## src/rtl/sync_fifo_param.sv

```systemverilog
// sync_fifo_param: parametrised single-clock FIFO with occupancy count,
// programmable almost-full/almost-empty thresholds, overflow/underflow
// error pulses and a selectable first-word-fall-through read port.
module sync_fifo_param #(
    parameter int DATA_W   = 8,
    parameter int DEPTH    = 16,
    parameter int AF_LEVEL = DEPTH - 2,
    parameter int AE_LEVEL = 2,
    parameter int FWFT     = 0
) (
    input  logic                     clk,
    input  logic                     rst,
    input  logic                     wr,
    input  logic [DATA_W-1:0]        data_in,
    input  logic                     rd,
    output logic [DATA_W-1:0]        data_out,
    output logic                     valid,
    output logic                     full,
    output logic                     empty,
    output logic                     almost_full,
    output logic                     almost_empty,
    output logic [$clog2(DEPTH):0]   count,
    output logic                     overflow,
    output logic                     underflow
);

    localparam int AW = $clog2(DEPTH);
    localparam int CW = AW + 1;

    localparam logic [CW-1:0] FULL_C = CW'(DEPTH);
    localparam logic [CW-1:0] AF_C   = CW'(AF_LEVEL);
    localparam logic [CW-1:0] AE_C   = CW'(AE_LEVEL);

    logic [DATA_W-1:0] mem [DEPTH];
    logic [AW-1:0]     wr_ptr;
    logic [AW-1:0]     rd_ptr;
    logic [CW-1:0]     count_r;
    logic              wr_acc;
    logic              rd_acc;

    // Acceptance: a write into a full FIFO is allowed only when a read frees a slot in the same cycle.
    always_comb begin
        rd_acc = rd & ~empty;
        wr_acc = wr & (~full | rd_acc);
    end

    // Status flags decode straight from the count register so they move on the same edge as count.
    always_comb begin
        count        = count_r;
        full         = (count_r == FULL_C);
        empty        = (count_r == '0);
        almost_full  = (count_r >= AF_C);
        almost_empty = (count_r <= AE_C);
    end

    // Pointers, occupancy and the registered error pulses.
    always_ff @(posedge clk or negedge rst) begin
        if (!rst) begin
            wr_ptr    <= '0;
            rd_ptr    <= '0;
            count_r   <= '0;
            overflow  <= 1'b0;
            underflow <= 1'b0;
        end else begin
            if (wr_acc) wr_ptr <= wr_ptr + AW'(1);
            if (rd_acc) rd_ptr <= rd_ptr + AW'(1);
            case ({wr_acc, rd_acc})
                2'b10:   count_r <= count_r + CW'(1);
                2'b01:   count_r <= count_r - CW'(1);
                default: count_r <= count_r;
            endcase
            overflow  <= wr & ~wr_acc;
            underflow <= rd & ~rd_acc;
        end
    end

    // Storage array; contents are not reset and are meaningless until written.
    always_ff @(posedge clk) begin
        if (wr_acc) mem[wr_ptr] <= data_in;
    end

    generate
        if (FWFT != 0) begin : g_fwft
            // Head word is shown combinationally from the registered read pointer.
            always_comb begin
                data_out = empty ? '0 : mem[rd_ptr];
                valid    = ~empty;
            end
        end else begin : g_std
            logic [DATA_W-1:0] data_out_r;
            logic              valid_r;

            // Registered read port: one valid pulse per accepted read, data held otherwise.
            always_ff @(posedge clk or negedge rst) begin
                if (!rst) begin
                    data_out_r <= '0;
                    valid_r    <= 1'b0;
                end else begin
                    valid_r <= rd_acc;
                    if (rd_acc) data_out_r <= mem[rd_ptr];
                end
            end

            // Drive the ports from the read-port registers.
            always_comb begin
                data_out = data_out_r;
                valid    = valid_r;
            end
        end
    endgenerate

endmodule
```

## config.mk

```make
export PLATFORM = sky130hd
export DESIGN_NAME = sync_fifo_param
export DESIGN_NICKNAME = d
export VERILOG_FILES = /design/src/rtl/sync_fifo_param.sv
export SDC_FILE = /design/constraint.sdc
export NUM_CORES = 1
export LEC_CHECK = 0
export BUFFER_PORTS_ARGS = -buffer_cell sky130_fd_sc_hd__buf_2
export CAP_MARGIN = 40
export CORE_ASPECT_RATIO = 1.4
export CORE_MARGIN = 1
export CORE_UTILIZATION = 35
export DETAILED_ROUTE_END_ITERATION = 8
export REMOVE_ABC_BUFFERS = 1
export SLEW_MARGIN = 20
export SYNTH_ARGS = -nofsm -noshare
export SYNTH_HDL_FRONTEND = slang
export SYNTH_SLANG_ARGS = --single-unit
```

## constraint.sdc

```tcl
create_clock -name clk -period 7.6 [get_ports clk]
set_input_delay 1.14 -clock clk [delete_from_list [all_inputs] [get_ports clk]]
set_output_delay 1.14 -clock clk [all_outputs]
set_load 0.02 [all_outputs]
```

==> results.md <==
- Syn-to-layout area delta: 17.91%
- RR Endpoint: count[4]
- Reg-to-reg slack, setup: approximately 4.1 ns
- Worst Tran Pin Value: just under 0.8 ns
- Power per Cell Area: 380.6 mW/mm²
- Max Freq: 285.7 MHz
- Clk_lat worst skew: 0.42 ns
- Final instance area: 0.007183 mm²
- Crit path cell chain: or4_1 -> o21ai_4 -> nor2_1 -> fa_1 -> a21o_1 -> a21oi_1 -> mux2_2 -> or3b_2
- Max Cap Viol: 0
- Clock Skews: 0.006650 ns
- Register area share after synthesis: 72.95%
- Via count: 3024
- Number of I/O port buffers: 31
- Outcome: finished clean
- Reg2Reg Depth: 8
- Min cycle time layout: about 3.5 ns
- Post-synth cell types: 36
- Drt total wl: about 12000 µm
- RR Startpoint: count[1]
- Static leakage: 0.002521 µW
- Cts bufs inserted: 17
- Post-DP HPWL: 7794 µm
- Mapped Cells: 318
- Hold WC Path Type: flip-flop to flip-flop
- TritonCTS clock tree: yes
- Largest net degree at the start of global routing: 35
- WL met2: 6454 µm
- Worst stage delay on the critical path: around 0.70 ns
- Initial core utilization: 36.08%
- Dpl cell area: 0.006548 mm²
- Clock buffer depth: 2
- DRT met1 WL: 4692 µm
- Maximum VDD drop: 0.1527 mV
- Syn avg cell area: around 19 µm²
- Area of the mapped netlist: slightly above 0.006 mm²
- Overall routing resource usage: between 10% and 20%
- Die X: 113.5 µm
- CTS H-Tree Depth: 4
- Post-route ant nets: 0
- Final Setup Violations: 0
- Met3 wire len: ~480 µm
- Setup Fix Bufs, Post-CTS: 0
- Tcrit/Tclk final: 46.06%
- RSZ-0062 raised after global routing: false
- DR top layer: met4
- RePlAce Congestion: 0.7302
- #FFs+latches synth: 152
- Initial antenna violation count: 0
- Iter 0 DRT Violations: 181
- Worst Setup EP: count[4]
- Final hold slack: between 0.5 and 0.6 ns
- Nets: 390
- Clock sink count: 152
- CP startpoint: count[1]
- Crit. End Element: flip-flop
- Worst EP arrival: 3.79 ns
- Ports: 32
- Detailed-route DRC error count: 0
- Setup TNS: 0 ns
- Vias in the first global route: 3180
- DR WL/cell: 19.27 µm
- Crit path launch type: flip-flop
- First-pass GRT wire length: 18170 µm
- Clk pin slew, worst setup/hold paths: 0.06 ns
- CP Class: flip-flop to flip-flop
- Hold-fix buffers at CTS: 0
- Cell row count: 56
- Layout cell share with drive strength beyond 1: between 30% and 40%
- Placeable core area: about 0.017 mm²
- Die height: roughly 160 µm
- WP data required: 7.89 ns
- Critical-path top delay cell: or4_1
- Drt pass-1 iters: 4
- Vias per Instance: 4.925
- Crit path max fanout: 12
- Fin. Hold Viols: 0
- N_diodes: 0
- Relative slew slack: 47.98%
- Congestion Overflow GR: 0
- # resized after CTS: 0
- Yosys Warn Count: 0
- CTS Root Cell: clkbuf_16
- Hold_sp: data_out[4]
- Max-slew violation count: 0
- Die Area: ~0.018 mm²
- Layout fillers: approximately 1500
==> final cells by class <==
| class | instances | area [µm²] | share of cell area, % |
|---|---|---|---|
| clock buffer | 17 | 425.4 | 5.922 |
| timing repair buffer | 48 | 275.3 | 3.832 |
| clock inverter | 15 | 165.2 | 2.299 |
| inverter | 6 | 22.52 | 0.3135 |
| multi-input combinational | 144 | 1560 | 21.72 |
| tap | 232 | 290.3 | 4.041 |
| sequential | 152 | 4444 | 61.87 |
==> sequential cells by signal, indices dropped and copies added, names as in the netlist <==
name,count
underflow,1
mem,128
wr_ptr,4
data_out,8
count,5
rd_ptr,4
overflow,1
valid,1
==> critical path, delay by kind of cell, from the launching register on <==
kind	cells	cell delay (ns)
and+or+nand+nor	3	1.33
AOI/OAI and AO/OA	3	0.80
DFF	1	0.46
adders and majority gates	1	0.42
muxes	1	0.35
==> worst min path at each step <==
stage                     depth (start not counted)           to
after floorplan                                   1    wr_ptr[3]
after global placement                            2  data_out[3]
after detailed placement                          2  data_out[4]
after CTS                                         2  data_out[4]
after global routing                              2  data_out[4]
final                                             2  data_out[4]
==> logic make-up (layout without fill, tap and decap cells) <==
| kind of cell | Yosys count | in the layout | synth area share (%) |
|---|---|---|---|
| fa+ha+maj | 9 | 9 | 1.972 |
| mux | 53 | 53 | 15.63 |
| flops | 152 | 152 | 72.95 |
| xor+xnor | 9 | 9 | 1.294 |
| compound gates | 20 | 20 | 2.752 |
| simple gates | 53 | 53 | 3.882 |
| buf+inv | 22 | 86 | 1.520 |
==> report_power, final <==
group / leakage (µW) / internal [µW] / total [µW] / switching [µW]
sequential: 0.00145 / 1030 / 1120 / 90.7
combinational: 0.000795 / 351 / 771 / 420
clock: 0.000280 / 490 / 838 / 348
total: 0.00252 / 1880 / 2730 / 859
==> metrics by stage <==
| stage | std cells | setup WS (ns) | total power, µW | util (%) |
|---|---|---|---|---|
| floorplan | 302 | 4.262 | 1673 | - |
| global placement | 568 | 4.018 | 1901 | 38.43 |
| detailed placement | 576 | 4.082 | 1924 | 38.77 |
| CTS | 608 | 4.088 | 2761 | 42.27 |
| global route | 614 | 3.920 | 2867 | 42.54 |
| finish | 614 | 4.100 | 2734 | 42.54 |
==> cells in the mapped netlist (all sizes together) <==
cell,number,area share (%)
o21ai,2,0.35
edfxtp,128,63
xor2,1,0.14
a311oi,1,0.14
a31oi,1,0.10
mux2i,17,3.1
fa,1,0.33
xnor2,8,1.2
o211ai,1,0.12
mux2,4,0.74
mux4,32,12
nand2b,3,0.31
a21o,2,0.25
buf,11,0.84
nor3,7,0.58
o221ai,7,1.0
a2111o,1,0.18
a2111oi,2,0.29
nand4,2,0.21
dfrtp,24,9.9
a21oi,2,0.16
inv,6,0.37
nor4,2,0.21
clkbuf,5,0.31
nor2,16,0.99
nand2,20,1.2
nor2b,1,0.10
or3b,1,0.14
a31o,1,0.14
ha,8,1.6
or4,1,0.12
==> per-layer routing <==
metal	global-route usage, %	up-vias
li1	-	1379
met1	16.38	1559
met2	25.58	71
met3	3.292	15
met4	6.078	0
met5	0	-
==> cells in the final DEF, fill, tap and decap left out, drive strengths merged, types with 4 or more instances in the layout <==
master  instances
mux2i          17
clkinv          4
inv            12
mux2            4
buf            48
nor2           16
mux4           32
xnor2           8
ha              8
dfrtp          24
o221ai          7
clkbuf         17
edfxtp        128
nand2          20
nor3            7
Note: power is estimated with default switching activity, not from simulation.
